## config.mk

```make
export PLATFORM = sky130hd
export DESIGN_NAME = fighter_sprite_addr
export DESIGN_NICKNAME = d
export VERILOG_FILES = /design/src/rtl/fighter_pkg.sv /design/src/rtl/fighter_pose_fsm.sv /design/src/rtl/fighter_sprite_addr.sv
export SDC_FILE = /design/constraint.sdc
export NUM_CORES = 1
export LEC_CHECK = 0
export ABC_AREA = 1
export CORE_MARGIN = 10
export CORE_UTILIZATION = 52
export DETAILED_ROUTE_END_ITERATION = 8
export PLACE_DENSITY_LB_ADDON = 0.2
export SETUP_SLACK_MARGIN = 0.3
export SLEW_MARGIN = 20
export SYNTH_ARGS = -nofsm -noshare
export SYNTH_HDL_FRONTEND = slang
export SYNTH_HIERARCHICAL = 1
export SYNTH_SLANG_ARGS = --single-unit
```

## constraint.sdc

```tcl
create_clock -name vga_clk -period 2.56 [get_ports vga_clk]
set_input_delay 0.384 -clock vga_clk [delete_from_list [all_inputs] [get_ports vga_clk]]
set_output_delay 0.384 -clock vga_clk [all_outputs]
set_load 0.01 [all_outputs]
```

## src/rtl/fighter_pkg.sv

```systemverilog
// Shared types and default geometry for the fighter sprite address path.
// The address layout is {pose, row, col}.
package fighter_pkg;
    localparam int SPRITE_W_DEF     = 64;
    localparam int SPRITE_H_DEF     = 64;
    localparam int SCREEN_W_DEF     = 640;
    localparam int SCREEN_H_DEF     = 480;
    localparam int PUNCH_FRAMES_DEF = 12;
    localparam int ROM_AW           = 14;

    typedef enum logic [1:0] {
        STAND  = 2'd0,
        CROUCH = 2'd1,
        PUNCH  = 2'd2
    } pose_t;

    function automatic logic [9:0] clamp10(input logic [9:0] v, input logic [9:0] lim);
        return (v > lim) ? lim : v;
    endfunction
endpackage

```

## src/rtl/fighter_pose_fsm.sv

```systemverilog
// Pose state machine with punch duration counter.
// State advances only on frame_start, so a pose never changes mid-frame.
module fighter_pose_fsm
    import fighter_pkg::*;
#(
    parameter int PUNCH_FRAMES = PUNCH_FRAMES_DEF
) (
    input  logic       vga_clk,
    input  logic       reset_n,
    input  logic       frame_start_i,
    input  logic       crouch_i,
    input  logic       punch_i,
    output logic [1:0] pose_o
);
    localparam int CW = (PUNCH_FRAMES > 1) ? $clog2(PUNCH_FRAMES) : 1;
    localparam logic [CW-1:0] CNT_LOAD = CW'(PUNCH_FRAMES - 1);

    // Kept as raw bits so an illegal encoding is representable and recoverable.
    logic [1:0]    state_q, state_d;
    logic [CW-1:0] cnt_q, cnt_d;

    always_comb begin
        state_d = state_q;
        cnt_d   = cnt_q;
        if (frame_start_i) begin
            case (state_q)
                STAND: begin
                    if (punch_i) begin
                        state_d = PUNCH;
                        cnt_d   = CNT_LOAD;
                    end else if (crouch_i) begin
                        state_d = CROUCH;
                    end
                end
                CROUCH: begin
                    if (punch_i) begin
                        state_d = PUNCH;
                        cnt_d   = CNT_LOAD;
                    end else if (!crouch_i) begin
                        state_d = STAND;
                    end
                end
                PUNCH: begin
                    // punch_i is ignored here: a punch cannot be extended.
                    if (cnt_q == '0) begin
                        state_d = crouch_i ? CROUCH : STAND;
                    end else begin
                        cnt_d = cnt_q - CW'(1);
                    end
                end
                default: begin
                    state_d = STAND;
                    cnt_d   = '0;
                end
            endcase
        end
    end

    always_ff @(posedge vga_clk or negedge reset_n) begin
        if (!reset_n) begin
            state_q <= STAND;
            cnt_q   <= '0;
        end else begin
            state_q <= state_d;
            cnt_q   <= cnt_d;
        end
    end

    assign pose_o = state_q;
endmodule

```

## src/rtl/fighter_sprite_addr.sv

```systemverilog
// Sprite hit test and ROM address generation for one fighter.
// Position/facing latch at frame_start; hit and address are registered together.
module fighter_sprite_addr
    import fighter_pkg::*;
#(
    parameter int SPRITE_W     = SPRITE_W_DEF,
    parameter int SPRITE_H     = SPRITE_H_DEF,
    parameter int SCREEN_W     = SCREEN_W_DEF,
    parameter int SCREEN_H     = SCREEN_H_DEF,
    parameter int PUNCH_FRAMES = PUNCH_FRAMES_DEF
) (
    input  logic              vga_clk,
    input  logic              reset_n,
    input  logic [9:0]        DrawX,
    input  logic [9:0]        DrawY,
    input  logic              blank,
    input  logic              frame_start,
    input  logic [9:0]        req_x,
    input  logic [9:0]        req_y,
    input  logic              crouch,
    input  logic              punch,
    input  logic              facing_left,
    output logic [ROM_AW-1:0] rom_address,
    output logic              sprite_hit,
    output logic [1:0]        pose
);
    localparam int CW = $clog2(SPRITE_W);
    localparam int RW = $clog2(SPRITE_H);
    localparam logic [9:0] X_MAX = 10'(SCREEN_W - SPRITE_W);
    localparam logic [9:0] Y_MAX = 10'(SCREEN_H - SPRITE_H);

    logic [9:0]        pos_x_q, pos_x_d, pos_y_q, pos_y_d;
    logic              facing_q, facing_d;
    logic [ROM_AW-1:0] addr_q, addr_d;
    logic              hit_q, hit_d;
    logic [1:0]        pose_cur;

    fighter_pose_fsm #(.PUNCH_FRAMES(PUNCH_FRAMES)) u_pose (
        .vga_clk      (vga_clk),
        .reset_n      (reset_n),
        .frame_start_i(frame_start),
        .crouch_i     (crouch),
        .punch_i      (punch),
        .pose_o       (pose_cur)
    );

    always_comb begin
        pos_x_d  = pos_x_q;
        pos_y_d  = pos_y_q;
        facing_d = facing_q;
        if (frame_start) begin
            pos_x_d  = clamp10(req_x, X_MAX);
            pos_y_d  = clamp10(req_y, Y_MAX);
            facing_d = facing_left;
        end
    end

    // 11-bit differences: bit 10 set means the pixel is left of / above the sprite.
    logic [10:0]   dx, dy;
    logic          in_x, in_y;
    logic [CW-1:0] col;
    logic [RW-1:0] row;

    always_comb begin
        dx    = {1'b0, DrawX} - {1'b0, pos_x_q};
        dy    = {1'b0, DrawY} - {1'b0, pos_y_q};
        in_x  = !dx[10] && (dx[9:0] < 10'(SPRITE_W));
        in_y  = !dy[10] && (dy[9:0] < 10'(SPRITE_H));
        col   = facing_q ? (CW'(SPRITE_W - 1) - dx[CW-1:0]) : dx[CW-1:0];
        row   = dy[RW-1:0];
        hit_d = in_x && in_y && blank;
        // Pose here is the registered state, so a frame_start pixel sees the old pose.
        addr_d = hit_d ? ROM_AW'({pose_cur, row, col}) : '0;
    end

    always_ff @(posedge vga_clk or negedge reset_n) begin
        if (!reset_n) begin
            pos_x_q  <= '0;
            pos_y_q  <= '0;
            facing_q <= 1'b0;
            addr_q   <= '0;
            hit_q    <= 1'b0;
        end else begin
            pos_x_q  <= pos_x_d;
            pos_y_q  <= pos_y_d;
            facing_q <= facing_d;
            addr_q   <= addr_d;
            hit_q    <= hit_d;
        end
    end

    assign rom_address = addr_q;
    assign sprite_hit  = hit_q;
    assign pose        = pose_cur;
endmodule

```

==> results of run 1 <==
==> power by group <==
group	switching [mW]	internal, mW	total, mW
logic	0.470	0.340	0.810
clock network	0.248	0.197	0.445
registers	0.0642	0.729	0.793
total	0.782	1.27	2.05
==> path summary, 6_finish.rpt <==
path,startpoint,endpoint,slack (ns),depth (start not counted)
worst max-delay path,DrawX[8],rom_address[11]$_DFF_PN0_,0.43,12
worst min-delay path,reset_n,pos_y_q[4]$_DFFE_PN0P_,0.21,1
worst max register to register,pos_y_q[0]$_DFFE_PN0P_,rom_address[11]$_DFF_PN0_,0.56,14
worst min register to register,pos_x_q[0]$_DFFE_PN0P_,pos_x_q[0]$_DFFE_PN0P_,0.50,2
max in group asynchronous,reset_n,rom_address[5]$_DFF_PN0_,1.78,1
min in group vga_clk,DrawY[0],rom_address[6]$_DFF_PN0_,0.50,4
==> through the flow <==
stage                     TNS (ns)  worst slack, ns  std cells  utilization (%)
after global routing             0            0.300        557             69.6
after CTS                        0            0.355        556             68.5
after global placement           0           0.0472        548             66.7
final                            0            0.425        557             69.6
after floorplan                  0            0.574        414                -
after detailed placement    -0.351          -0.0601        548             66.7
==> kinds of logic after synthesis <==
logic type | share of synthesized area [%]
AOI/OAI and AO/OA | 7.73
buffers and inverters | 11.2
adders and majority gates | 10.6
and+or+nand+nor | 30.7
DFF | 35.3
xor gates and xnor gates | 4.41
==> cell type report <==
| type | instances | area (um^2) |
|---|---|---|
| clock buffer | 5 | 68.8 |
| multi-input combinational | 286 | 1650 |
| tap | 72 | 90.1 |
| sequential | 42 | 1050 |
| timing repair buffer | 67 | 658 |
| fill | 464 | 1690 |
| clock inverter | 3 | 25.0 |
| inverter | 82 | 308 |
==> routing by layer <==
layer	track usage (%)	routed length (um)	part of all wire [%]
met2	26.7	3580	50
met4	5.04	72	1.0
met1	19.3	3130	44
met5	0	0	0
met3	3.46	370	5.2
==> what timing repair did <==
item / CTS / global route
pin swaps: 0 / 6
resized for setup: 1 / 17
cloned: 0 / 1
setup endpoints to repair: 15 / 15
==> synthesized netlist by cell type <==
| cell type | number | area (um^2) |
|---|---|---|
| sky130_fd_sc_hd__a21oi_1 | 11 | 55.1 |
| sky130_fd_sc_hd__a21o_1 | 1 | 7.51 |
| sky130_fd_sc_hd__a22oi_1 | 1 | 7.51 |
| sky130_fd_sc_hd__nor4_1 | 2 | 12.5 |
| sky130_fd_sc_hd__nand3b_1 | 2 | 15.0 |
| sky130_fd_sc_hd__ha_1 | 22 | 275 |
| sky130_fd_sc_hd__fa_1 | 2 | 40.0 |
| sky130_fd_sc_hd__o22ai_1 | 2 | 12.5 |
| sky130_fd_sc_hd__o21bai_1 | 1 | 7.51 |
| sky130_fd_sc_hd__xnor2_1 | 7 | 61.3 |
| sky130_fd_sc_hd__nor2_2 | 12 | 75.1 |
| sky130_fd_sc_hd__a31oi_1 | 5 | 31.3 |
| sky130_fd_sc_hd__o21ai_2 | 1 | 8.76 |
| sky130_fd_sc_hd__clkbuf_1 | 4 | 15.0 |
| sky130_fd_sc_hd__buf_6 | 1 | 11.3 |
| sky130_fd_sc_hd__inv_2 | 4 | 15.0 |
| sky130_fd_sc_hd__nor2_1 | 33 | 124 |
| sky130_fd_sc_hd__dfrtp_1 | 42 | 1050 |
| sky130_fd_sc_hd__nand4_1 | 6 | 37.5 |
| sky130_fd_sc_hd__nand2_1 | 105 | 394 |
| sky130_fd_sc_hd__nand3_1 | 34 | 170 |
| sky130_fd_sc_hd__nand2_2 | 5 | 31.3 |
| sky130_fd_sc_hd__o21ai_1 | 3 | 15.0 |
| sky130_fd_sc_hd__nor2_4 | 1 | 11.3 |
| sky130_fd_sc_hd__inv_1 | 78 | 293 |
| sky130_fd_sc_hd__nand2_4 | 3 | 33.8 |
| sky130_fd_sc_hd__o21ai_0 | 17 | 85.1 |
| sky130_fd_sc_hd__nand3_2 | 1 | 10.0 |
| sky130_fd_sc_hd__xor2_1 | 8 | 70.1 |
==> critical path, stage by stage <==
cell and delay [ns]:
sky130_fd_sc_hd__clkdlybuf4s50_1 0.41, sky130_fd_sc_hd__ha_1 0.39, sky130_fd_sc_hd__nand2_1 0.11, sky130_fd_sc_hd__nor2_1 0.17, sky130_fd_sc_hd__nand3_1 0.16, sky130_fd_sc_hd__nand3_1 0.11, sky130_fd_sc_hd__nand2_1 0.05, sky130_fd_sc_hd__nand2_1 0.06
sky130_fd_sc_hd__nand2_1 0.08, sky130_fd_sc_hd__nor2_4 0.19, sky130_fd_sc_hd__nand2_4 0.14, sky130_fd_sc_hd__nor2_2 0.12
==> registers in the layout, indices dropped and copies added, names as in the netlist <==
register and count:
sprite_hit 1, facing_q 1, u_pose/cnt_q 4, u_pose/pose_o 2
pos_x_q 10, pos_y_q 10, rom_address 14
==> cells in the final DEF, fill, tap and decap left out, drive strengths merged <==
| master | count |
|---|---|
| dlymetal6s2s | 1 |
| nand4 | 6 |
| clkinv | 1 |
| nand2 | 114 |
| o21bai | 1 |
| a22oi | 1 |
| xnor2 | 7 |
| dfrtp | 42 |
| inv | 83 |
| o21ai | 21 |
| xor2 | 8 |
| a21o | 1 |
| nor4 | 2 |
| clkinvlp | 1 |
| nand3b | 2 |
| o22ai | 2 |
| fa | 2 |
| a21oi | 11 |
| clkbuf | 5 |
| clkdlybuf4s50 | 61 |
| ha | 22 |
| nor2 | 46 |
| buf | 5 |
| a31oi | 5 |
| nand3 | 35 |
==> run summary, run 1 <==
The run finished with clean final reports. For the pin with the worst max-slew slack, the measured transition is 0.905 ns. IR analysis of the VDD net gives a maximum drop of 0.000315 V. 64 I/O pins were placed. In the global route stage, overall resource usage came out at 15.7%.

Setup repair after global routing left no endpoint under its margin. The clock passes through at most 2 buffers. After floorplanning, the core was sized to cover 5540 um^2. The tools report the global-route congestion overflow total as 0.

The tool flagged a number of max-cap violations equal to 0. The via count of the routed design was 2730; the fraction of layout cells with a size suffix above 1 was 10.9%. The iteration-0 DRC count of the detailed router is 109. The count of H-tree levels built during CTS was 2. The run gives 42 as the clock sink total. After detailed routing, the number of remaining DRC violations is 0. The worst path needs 2.13 ns of the cycle, external delays included. Power spread over the standard cell area amounts to 531 nW/um^2. The count of buffers added by post-CTS timing repair for setup came out at 0. Worst hold margin: 0.214 ns. The first detailed-routing pass took 5 iterations.

Clock-pin slew was measured on the worst setup and hold paths at 0.08 ns. Dividing the detail-routed wire length by the instance count gives 12.8 um. For the wire length of the first global-routing pass, the log shows 11600 um. Synthesis produced a netlist with a net count of 485. A synthesized cell averages 7.19 um^2.

At the end of the flow, the number of nets in the layout was 555. After detailed routing, the number of vias per cell comes to 4.90. Hold repair after CTS inserted 0 buffers. The total wire length after detailed routing was 7150 um; the die boundary width was 95.7 um. The min-delay analysis places its worst path in the category primary input to async pin. Measured against its own limit, the worst slew margin works out to 39.6%. Buffers placed on the I/O ports in this run total 63. The run gives 0 as the hold violation total from the final report. The run gives 0 as the number of antenna violations at the first check in global routing. The number of clock buffers inserted by TritonCTS was 5; the overall die area was 9150 um^2. The launching element type of the critical path is a primary input.

After floorplanning, the core was divided into 27 placement rows. The run gives 6 as the count of synthesis-stage warnings from yosys. The critical path is of the primary input to register type. After synthesis, flip-flops and latches occupy 35.3% of the total area.

The logs give 43 for the pin count of the biggest net entering global routing and 2.37 ns for the critical path data arrival time. The worst setup path is captured at a register. Of the available clock period, the critical path in the final layout requires 83.4%.

The post-place instance area was 3700 um^2. In this run the static leakage power is 2.04 nW. Data on the critical path is required at its endpoint by 2.79 ns. Counting every instance in the synthesized netlist gives 414. The post-layout total power is 2.05 mW, and the maximum clock frequency is 0.468 GHz. The antenna diode count was 0; the number of register bits inferred by synthesis was 42. The clock arrives with 0.00693 ns of skew. Once detailed placement completed, the half-perimeter wirelength came to 5770 um.

Summing every instance area after synthesis gives 2980 um^2. The run gives 0.867 as the routability congestion estimate from global placement. The floorplan step set the die height to 95.7 um. Synthesis instantiated 29 different standard cells from the library. The signed area change from the synthesized netlist to the final layout works out to 29.5%. TritonCTS built the clock tree. Of all nets on the critical path, the largest fanout is 8. Final setup violation count: 0. Clock tree synthesis selected as its root buffer the cell sky130_fd_sc_hd__clkbuf_8. The run gives 0 as the count of pins over their slew limit. For the remaining antenna violation count after routing, the log shows 0. The initial utilization of the core area, before any placement, comes to 53.7%.

The logs give 3850 um^2 for the final instance area and 0.30 ns for the source-to-sink clock delay at the later pin of the worst-skew pair. Number of global-route vias before repair: 2539.
Power figures use the tool's default switching activity.
==> inputs of run 2 (changes only) <==
==> constraint.sdc (replaced) <==
create_clock -name vga_clk -period 2 [get_ports vga_clk]
set_input_delay 0.3 -clock vga_clk [delete_from_list [all_inputs] [get_ports vga_clk]]
set_output_delay 0.3 -clock vga_clk [all_outputs]
set_load 0.01 [all_outputs]
==> run summary, run 2 (synthesis gave the netlist of run 1 again) <==
The power per standard cell area was 671 nW/um^2. The clock network fraction of total power was 20.1%. The flow ran to the end, but the final reports show violations. After layout, the minimum clock period comes to 2.02 ns. The die boundary width was 95.7 um. For the number of antenna violations at the first check in global routing, the log shows 0. The internal portion of the total power is 1.78 mW.

The biggest fanout along the worst timing path was 8. The logs give 1790 um^2 for the multi-input gate area in the final layout and 64 for the boundary pin count. Among the stages of the critical path, the cell type that occurs most often is sky130_fd_sc_hd__nand2_1. Counting the buffers created by CTS gives 5. In this run, flip-flops and latches consume 35.1% of the power.

The initial utilization of the core area, before any placement, comes to 53.7%. In this design, the largest share of critical-path delay is due to simple AND/OR/NAND/NOR gates. Global routing consumed, over all layers together, 17.0% of the routing resources. Hold violation total from the final report: 0. For the worst relative slew slack, the log shows 67.9%. The critical path goes through ha_2 -> inv_2 -> fa_2 -> nand2_2 -> nand2_4 -> nand3_2 -> nand2_1 -> nand2_1 -> nand2_1 -> nor2_1 -> nand2_1 -> nor2_4 -> nand2_4 -> nor2_2.

The final critical-path setup slack is -0.0249 ns, and the routability congestion estimate from global placement is 0.870. Input and output buffers added on the ports amount to 63. The tools report the via count of the routed design as 2952.

The final reports fail on setup timing. For the overall die area, the log shows 9150 um^2. STA classifies the critical path startpoint as a register. Wire length per cell: 13.6 um. The number of flip-flops in the largest register came out at 14. Maximum ir drop on the vdd rail: 0.000428 V. The clock net in this run drives a total of 42 sinks. The cell count after placement is 577.

The area growth from synthesis to layout is 44.1%. Excluding fillers, the count of instances in the completed layout stands at 594. In this run, the combinational gates consume 44.8% of the power. After clock tree synthesis, the clock-pin slew on the worst setup and hold paths is 0.09 ns. Worst-path cell with the longest stage delay: sky130_fd_sc_hd__dfrtp_1. Global routing finished with a remaining overflow of 0. After detailed routing, the number of remaining DRC violations is 0. The later pin in the worst-skew pair is clocked with a latency of 0.31 ns. At the placement stage, the worst setup path has a slack of -0.480 ns. The total area inside the core boundary comes to 5540 um^2. The fraction of power spent switching nets is 38.0%. Most common library cell in the layout ignoring fill and taps: sky130_fd_sc_hd__nand2_1. The analysis attributes to net switching a power of 1.09 mW. At the pin with the least slew margin, the transition time is 0.481 ns. The run gives 1050 um^2 as the area occupied by registers. TritonCTS built the clock tree. For the total iterations of the first detailed-routing run, the log shows 4. The run gives 0 as the remaining antenna violation count after routing. STA puts the critical path data required time at 2.24 ns. The peak per-stage delay on the critical path was 0.40 ns; the iteration-0 DRC count of the detailed router was 137. The buffer type at the clock tree root was sky130_fd_sc_hd__clkbuf_8. The worst setup path is captured at a register. Measured in cells, the most critical reg-to-reg path has a length of 14. The worst setup path is of the register to register kind. For the final database, setup skew stands at 0.00798 ns.

Setup repair after global routing could not meet its margin everywhere. The path type of the worst min-delay path is primary input to async pin. Summed over all cells, the static leakage comes to 2.24 nW. After detailed routing, the number of vias per cell comes to 4.97.

The count of pins over their slew limit was 0; the final instance area was 4290 um^2. Buffering stage count on the worst path with inverters included: 1. The fill cell instance count of the final layout is 426, and the fraction of layout cells with a size suffix above 1 is 21.8%. STA puts the critical path data arrival time at 2.26 ns. The repair_antennas step left the layout with diodes totalling 0.

Timing would allow up to 0.494 GHz. The final setup violation count was 5; the slack of the worst reg-to-reg path was -0.02 ns. In this run the cell area measured after placement is 3930 um^2.

Across the run, the number of max-cap violations was 0. The wire length of the first global-routing pass came out at 12600 um. After legalization and detailed placement, the total HPWL measured 6190 um.

Adding up every negative setup slack in the final design gives -0.0709 ns. The number of global-route vias before repair was 2901. The routed design has 8070 um of wire. In the layout the commonest cells are sky130_fd_sc_hd__nand2_1, sky130_fd_sc_hd__inv_1, sky130_fd_sc_hd__clkdlybuf4s50_1, sky130_fd_sc_hd__dfrtp_1, sky130_fd_sc_hd__buf_4.

The run gives 27 as the row count. Of the available clock period, the critical path in the final layout requires 101%. Across all hold checks on the routed design, the worst slack comes to 0.478 ns. In this run the critical register-to-register path is captured at rom_address[9]$_DFF_PN0_.

In this run the critical register-to-register path is launched from pos_y_q[0]$_DFFE_PN0P_. The cell count along the critical path came out at 14. The y dimension of the die is 95.7 um. The clock passes through at most 2 buffers. At the end of the flow, the number of nets in the layout was 592.

The H-tree was split into 2 levels. Pin count of the biggest net entering global routing: 25.
run 2: power groups by stage:
stage               clock, mW  sequential [mW]  combinational (mW)
finish                  0.578             1.01                1.29
global placement            0             1.03                1.08
CTS                     0.588             1.02                1.15
detailed placement          0             1.03                1.12
floorplan                   0             1.02               0.715
global route            0.629             1.02                1.44
run 2: area by class of cell:
class                      instances  share of cell area [%]
sequential                        42                    24.6
clock buffer                       5                    1.60
inverter                          82                    7.18
tap                               72                    2.10
multi-input combinational        286                    41.8
timing repair buffer             104                    22.2
clock inverter                     3                   0.583
run 2: worst max path at each step:
| stage | startpoint | end |
|---|---|---|
| CTS | pos_y_q[0]$_DFFE_PN0P_ | rom_address[1]$_DFF_PN0_ |
| global placement | DrawY[0] | rom_address[1]$_DFF_PN0_ |
| detailed placement | DrawY[0] | rom_address[1]$_DFF_PN0_ |
| finish | pos_y_q[0]$_DFFE_PN0P_ | rom_address[9]$_DFF_PN0_ |
| global route | pos_y_q[0]$_DFFE_PN0P_ | rom_address[9]$_DFF_PN0_ |
| floorplan | DrawY[0] | rom_address[12]$_DFF_PN0_ |
run 2: routing by layer:
metal / vias to the layer above / GRT usage [%] / share of wire, %
met5: - / 0 / 0
met4: 0 / 4.79 / 2.2
met3: 15 / 3.30 / 5.0
met2: 67 / 31.9 / 53
met1: 1364 / 18.8 / 40
li1: 1506 / - / -
run 2: what timing repair did:
item,in CTS,in global routing
pin swaps,11,22
setup buffers,1,6
endpoints found under the hold margin,18,0
resized for setup,10,35
hold buffers,1,0
cloned,1,0
setup endpoints to repair,16,17
run 2: metrics by stage:
stage | power (mW) | util [%]
floorplan | 1.73 | -
global placement | 2.12 | 70.9
global route | 3.09 | 77.4
CTS | 2.75 | 73.6
finish | 2.88 | 77.4
detailed placement | 2.15 | 70.9
